==> src/rtl/mul_seq_pkg.sv <==
// Shared types and defaults for the repeated-addition multiplier controller.
package mul_seq_pkg;

  localparam int unsigned ITER_W_DEF   = 16;
  localparam logic [15:0] MAX_ITER_DEF = 16'hFFFF;

  typedef enum logic [2:0] {
    IDLE   = 3'd0,
    LOAD_A = 3'd1,
    LOAD_B = 3'd2,
    ADD    = 3'd3,
    DONE   = 3'd4,
    ERR    = 3'd5
  } state_e;

endpackage

==> src/rtl/mul_iter_cnt.sv <==
// Iteration counter for the ADD loop: clears on B acceptance, counts ld_p pulses,
// and flags when the allowed iteration budget is used up.
module mul_iter_cnt
  import mul_seq_pkg::*;
#(
  parameter int unsigned           ITER_W   = ITER_W_DEF,
  parameter logic [ITER_W-1:0]     MAX_ITER = ITER_W'(MAX_ITER_DEF)
) (
  input  logic              clk,
  input  logic              rst,
  input  logic              clr_i,
  input  logic              inc_i,
  output logic [ITER_W-1:0] cnt_o,
  output logic              at_max_o
);

  logic [ITER_W-1:0] cnt_q;
  logic [ITER_W-1:0] cnt_d;

  assign at_max_o = (cnt_q == MAX_ITER);
  assign cnt_o    = cnt_q;

  // Saturating at the limit keeps the count from ever wrapping.
  always_comb begin
    cnt_d = cnt_q;
    if (clr_i) begin
      cnt_d = '0;
    end else if (inc_i && !at_max_o) begin
      cnt_d = cnt_q + ITER_W'(1);
    end
  end

  always_ff @(posedge clk) begin
    if (rst) begin
      cnt_q <= '0;
    end else begin
      cnt_q <= cnt_d;
    end
  end

endmodule

==> src/rtl/mul_seq_ctrl.sv <==
// Control FSM for the repeated-addition multiplier: loads A and B over the bus,
// adds A into P while decrementing B, then reports done or a timeout error.
module mul_seq_ctrl
  import mul_seq_pkg::*;
#(
  parameter int unsigned       DATA_W   = 15,
  parameter int unsigned       ITER_W   = ITER_W_DEF,
  parameter logic [ITER_W-1:0] MAX_ITER = ITER_W'(MAX_ITER_DEF)
) (
  input  logic              clk,
  input  logic              rst,
  input  logic              start,
  input  logic              in_valid,
  output logic              in_ready,
  input  logic              eqz,
  output logic              ld_a,
  output logic              ld_b,
  output logic              clr_p,
  output logic              ld_p,
  output logic              dec_b,
  output logic              busy,
  output logic              done,
  output logic              err,
  input  logic              res_ack,
  output logic [ITER_W-1:0] iter_cnt
);

  generate
    if (DATA_W < 1 || ITER_W < 1) begin : g_bad_param
      $error("mul_seq_ctrl: DATA_W and ITER_W must be positive");
    end
  endgenerate

  state_e state_q;
  state_e state_d;
  logic   at_max;

  always_ff @(posedge clk) begin
    if (rst) begin
      state_q <= IDLE;
    end else begin
      state_q <= state_d;
    end
  end

  // eqz outranks the iteration limit so B reaching zero on the last allowed add still finishes.
  always_comb begin
    state_d = state_q;
    case (state_q)
      IDLE:   if (start)    state_d = LOAD_A;
      LOAD_A: if (in_valid) state_d = LOAD_B;
      LOAD_B: if (in_valid) state_d = ADD;
      ADD: begin
        if (eqz)         state_d = DONE;
        else if (at_max) state_d = ERR;
      end
      DONE:   if (res_ack)  state_d = IDLE;
      ERR:    if (res_ack)  state_d = IDLE;
      default:              state_d = IDLE;
    endcase
  end

  // Strobes are suppressed while rst is high so a mid-operation reset disturbs nothing.
  always_comb begin
    in_ready = 1'b0;
    busy     = 1'b0;
    done     = 1'b0;
    err      = 1'b0;
    ld_a     = 1'b0;
    ld_b     = 1'b0;
    clr_p    = 1'b0;
    ld_p     = 1'b0;
    dec_b    = 1'b0;
    case (state_q)
      LOAD_A: begin
        in_ready = 1'b1;
        busy     = 1'b1;
        ld_a     = in_valid && !rst;
      end
      LOAD_B: begin
        in_ready = 1'b1;
        busy     = 1'b1;
        ld_b     = in_valid && !rst;
        clr_p    = in_valid && !rst;
      end
      ADD: begin
        busy  = 1'b1;
        ld_p  = !eqz && !at_max && !rst;
        dec_b = !eqz && !at_max && !rst;
      end
      DONE:    done = 1'b1;
      ERR:     err  = 1'b1;
      default: ;
    endcase
  end

  mul_iter_cnt #(
    .ITER_W   (ITER_W),
    .MAX_ITER (MAX_ITER)
  ) u_iter_cnt (
    .clk      (clk),
    .rst      (rst),
    .clr_i    (ld_b),
    .inc_i    (ld_p),
    .cnt_o    (iter_cnt),
    .at_max_o (at_max)
  );

endmodule
==> config.mk <==
export PLATFORM = sky130hd
export DESIGN_NAME = mul_seq_ctrl
export DESIGN_NICKNAME = d
export VERILOG_FILES = /design/src/rtl/mul_seq_pkg.sv /design/src/rtl/mul_iter_cnt.sv /design/src/rtl/mul_seq_ctrl.sv
export SDC_FILE = /design/constraint.sdc
export NUM_CORES = 1
export LEC_CHECK = 0
export CORE_UTILIZATION = 45
export CTS_CLUSTER_SIZE = 12
export DETAILED_ROUTE_END_ITERATION = 10
export PLACE_DENSITY = 0.75
export SLEW_MARGIN = 20
export SYNTH_ARGS = -nofsm -noshare
export SYNTH_HDL_FRONTEND = slang
export SYNTH_SLANG_ARGS = --single-unit
==> constraint.sdc <==
create_clock -name clk -period 2.2 [get_ports clk]
set_clock_uncertainty 0.1 [all_clocks]
set_input_delay 0.44 -clock clk [delete_from_list [all_inputs] [get_ports clk]]
set_output_delay 0.44 -clock clk [all_outputs]
set_load 0.02 [all_outputs]
Yosys cells after proc, flatten, opt, wreduce, memory -nomap -nowiden
Cells that the tools add are included.
W data, S select, Z words.
{ "totals": {"input_bits": 6, "output_inout_bits": 25, "register_bits": 19} }
{ "classes": {"eq_ne": 11, "addsub": 1, "mux": 14, "n_reduce_logical": 13} }
{ "ops": {"columns": ["cell", "count"], "rows": [
  ["$mux W3", 6],
  ["$add A16 B1 Y16 const B", 1],
  ["$eq A16 B16 Y1 const B", 1],
  ["$pmux W3 S5", 1],
  ["$mux W1", 7],
  ["$eq A3 B2 Y1 const B", 2],
  ["$eq A3 B3 Y1 const B", 2],
  ["$ne A2 B2 Y1 const B", 3],
  ["$reduce_or A2 Y1", 3],
  ["$reduce_and A5 Y1", 1],
  ["$logic_and A1 B1 Y1", 4],
  ["$eq A3 B1 Y1 const B", 1],
  ["$logic_not A1 Y1", 3],
  ["$logic_not A3 Y1", 1],
  ["$ne A3 B2 Y1 const B", 1],
  ["$reduce_or A3 Y1", 1],
  ["$ne A2 B1 Y1 const B", 1]
]} }

Depth between registers and ports, before layout
{ "depth": {"word_depth": 6, "mapped_depth": 6, "depth_no_buf": 5} }

Cells and area by module
From an unflattened synthesis, not the netlist that was laid out.
{ "hier_totals": {"cells_unflattened": 137, "hier_area_um2": 1126.1} }
{ "modules_own_cells": {"columns": ["module", "area_each_um2", "n_inst", "cells_per_inst"], "rows": [
  ["mul_iter_cnt", 830.8, 1, 97],
  ["mul_seq_ctrl", 295.3, 1, 40]
]} }

Least setup slack after synthesis
No wires, ideal clock.
{ "synth_path": {"kind": "register to output", "from": "reg u_iter_cnt.cnt_q[0] (netlist: u_iter_cnt.cnt_o[0])", "to": "out ld_p", "stages_incl_launch_ff": 6, "path_buffers": 2, "t_arrival_ns": 1.848, "setup_slack_ns": -0.188, "cell_sequence": "dfxtp_1 > ha_1 > and3_1 > clkbuf_1 > a211oi_1 > buf_4"} }
{ "synth_between": {"elab_chain_cells": 5} }
{ "synth_rtl": {"columns": ["item", "line_no", "text"], "rows": [
  ["from (decl)", "mul_iter_cnt.sv:17", "logic [ITER_W-1:0] cnt_q;"],
  ["from (signal assigned)", "mul_iter_cnt.sv:37", "cnt_q <= cnt_d;"],
  ["$eq A16 B16 Y1", "mul_iter_cnt.sv:20", "assign at_max_o = (cnt_q == MAX_ITER);"],
  ["$logic_not A1 Y1", null, null],
  ["$logic_and A1 B1 Y1 (2 in series)", null, null],
  ["$mux W1", null, null],
  ["to (decl)", "mul_seq_ctrl.sv:19", "output logic ld_p,"]
]} }
No other way between the ends.

Worst setup path after layout
{ "layout_path": {"from": "in in_valid", "to": "out clr_p"} }
{ "layout_between": {"elab_chain_cells": 2} }
{ "layout_rtl": {"columns": ["item", "line_no", "text"], "rows": [
  ["from (decl)", "mul_seq_ctrl.sv:13", "input logic in_valid,"],
  ["$logic_and A1 B1 Y1", "mul_seq_ctrl.sv:84", "clr_p = in_valid && !rst;"],
  ["$mux W1", "mul_seq_ctrl.sv:74", "case (state_q)"],
  ["to (decl)", "mul_seq_ctrl.sv:18", "output logic clr_p,"]
]} }
No other way between the ends.

==> results.sh <==
export IMPL_totalWireLength_mm=3.11
export IMPL_setup_tns_ns=0
export IMPL_min_period_ns=2.13
export IMPL_grt_max_degree=21
export IMPL_final_core_util=0.698
export IMPL_leakage_nw=0.676
export IMPL_core_area_sq_um=2480
export IMPL_path_class="in -> out"
export IMPL_cp_end_kind="output port"
export IMPL_routedWlPerCell_microns=13.9
export IMPL_port_buffers=30
export IMPL_syn_to_final_growth_pct=45.3
export IMPL_viasPerCell=5.64
export IMPL_grt_pass1_wl_mm=4.87
export IMPL_gp_congestion=0.862
export IMPL_stdcell_count=223
export IMPL_cap_viol_max_count=0
export IMPL_cts_tree="built"
export IMPL_diodes=0
export IMPL_synth_nets=146
export IMPL_ys_ff_latch=19
export IMPL_place_area_sq_um=1700
export IMPL_worstHoldPathType="reg -> reg"
export IMPL_synthCells=139
export IMPL_tightest_slew_ns=0.458
export IMPL_maxSlewViolCount=0
export IMPL_path_clk_slew_ns=0.11
export IMPL_drt_first_pass_iters=4
export IMPL_cp_required_ns=1.66
export IMPL_cts_sink_count=19
export IMPL_grtUsageTotal=0.234
export IMPL_start_kind="primary input"
export IMPL_final_area_sq_um=1730
export IMPL_worstSkewPairLatency_ns=0.30
export IMPL_place_inst=219
export IMPL_syn_area_sq_um=1190
export IMPL_antenna_left=0
export IMPL_hold_violations=0
export IMPL_fin_crit_sh=0.966
export IMPL_hpwl_mm=2.33
export IMPL_peakVddDrop_mv=0.294
export IMPL_grt_remaining_overflow=0
export IMPL_syn_avg_cell_area_sq_um=8.56
export IMPL_grt_pass1_vias=1119
export IMPL_clock_path_buffers=2
export IMPL_io_pins=31
export IMPL_synth_cell_type_count=41
export IMPL_finalHoldWorstSlack_ns=0.409
export IMPL_crit_arrival_ns=1.59
export IMPL_cts_setup_buffers=0
export IMPL_initial_core_util=0.480
export IMPL_clock_fmax_mhz=470
export IMPL_nFillCells=210
export IMPL_drt_initial_drc_count=31
export IMPL_die_area_sq_um=2850
export IMPL_rows=18
export IMPL_die_h_microns=53.4
export IMPL_ys_seq_area_frac=0.320
export IMPL_final_nets=201
export IMPL_drive_above_1_share=0.275
export IMPL_cts_max_level=1
export IMPL_rsz0062_at_grt="false"
export IMPL_yosysWarningCount=0
export IMPL_powerDensity_nw_per_um2=369
export IMPL_relSlewSlack=0.687
export IMPL_drc_errors=0
export IMPL_cts_made_buffers=3
export IMPL_die_w_microns=53.4
export IMPL_path_max_fanout=3
export IMPL_vias=1257
export IMPL_outcome="complete, no violations"
export IMPL_root_buffer="clkbuf_4"
export IMPL_setup_viol=0
export IMPL_antenna_found_initial=0
final timing paths:
kind | start | cells after the start | endpoint | slack (ns)
setup reg to reg | u_iter_cnt.cnt_o[15]$_SDFFE_PP0P_ | 6 | state_q[2]$_SDFFE_PP0P_ | 0.29
hold / removal | u_iter_cnt.cnt_o[10]$_SDFFE_PP0P_ | 2 | u_iter_cnt.cnt_o[10]$_SDFFE_PP0P_ | 0.41
hold reg to reg | u_iter_cnt.cnt_o[10]$_SDFFE_PP0P_ | 2 | u_iter_cnt.cnt_o[10]$_SDFFE_PP0P_ | 0.41
setup / recovery | in_valid | 4 | clr_p | 0.07
critical path, cell delays in order:
cell and delay [ns]:
clkdlybuf4s50_1 0.48, and2b_2 0.16, and3b_1 0.17, dlygate4sd2_1 0.34
through the flow:
step                      power [mW]  setup slack, ns
after detailed placement       0.467           -0.346
after floorplan                0.423           0.0546
after global placement         0.464           -0.332
after CTS                      0.640          0.00126
after global routing           0.670           0.0210
final                          0.639           0.0743
registers in the layout, indices dropped and copies added (netlist names):
name              count
state_q               3
u_iter_cnt.cnt_o     16
where the power goes:
group          internal [mW]  switching [mW]  total [mW]
clock                 0.0707           0.111       0.182
combinational         0.0506          0.0480      0.0986
sequential             0.349         0.00906       0.358
per-layer routing:
metal | wire (microns) | up-vias | global-route usage
met5 | 0 | - | 0
met4 | 37 | 0 | 0.0965
met3 | 167 | 5 | 0.0431
met2 | 1490 | 40 | 0.394
met1 | 1410 | 587 | 0.287
li1 | - | 625 | -
placed cells by master, fill, tap and decap left out, types with 3 or more instances in the layout:
cell,netlist,routed
a21oi_1,9,9
buf_4,2,29
clkbuf_4,0,3
clkdlybuf4s50_1,0,23
dfxtp_1,19,15
dfxtp_2,0,4
dlygate4sd2_1,0,4
mux2i_1,11,11
nand2_1,21,21
nand2b_1,7,7
nand3_1,7,7
nor2_1,4,4
nor3_1,4,4
o21ai_0,3,3
o31ai_1,3,3
or4_1,4,4
synthesized netlist by cell type, drive strengths merged:
master   instances  area share
nor3             4       0.017
ha               1       0.011
a21oi            9       0.038
o311ai           1      0.0074
a211oi           3       0.019
o31ai            3       0.019
nand3            7       0.029
nand2b           7       0.037
or4b             1      0.0084
o41ai            1      0.0074
a21o             1      0.0074
nor2b            1      0.0053
or4              4       0.025
inv              1      0.0032
and2             3       0.017
a22oi            1      0.0063
dfxtp           19        0.32
or3              3       0.016
and3b            2       0.015
o21ba            2       0.017
nand4            2       0.011
nor4b            1       0.013
and2b            3       0.023
nor4             3       0.026
and4             2       0.015
clkbuf           2      0.0063
nand3b           1      0.0063
nand4bb          1       0.023
and3             1      0.0053
nor2             4       0.013
mux2i           11       0.093
buf              7       0.039
o21ai            3       0.013
and4bb           1       0.011
nand2           21       0.066
a2111oi          2       0.015
cell type report:
class | instances | area [sq um] | area share
tap | 30 | 37.5 | 0.0217
multi-input combinational | 110 | 771 | 0.446
sequential | 19 | 385 | 0.223
timing repair buffer | 59 | 505 | 0.292
clock buffer | 4 | 26.3 | 0.0152
inverter | 1 | 3.75 | 0.00217
cells by family (layout without fill, tap and decap cells):
kind of cell	Yosys count	after routing	synth area share
adders and majority gates	1	1	0.0105
DFF	19	19	0.320
and+or+nand+nor	72	72	0.381
AOI/OAI and AO/OA	26	26	0.148
buffers and inverters	10	64	0.0484
muxes	11	11	0.0925
repair_timing:
action / in CTS / in global routing
endpoints found under the setup margin: 8 / 3
gates resized for setup: 17 / 2
pin swaps: 1 / 0
hold buffers: 0 / 0
No activity file was read; power rests on OpenSTA's default activity.
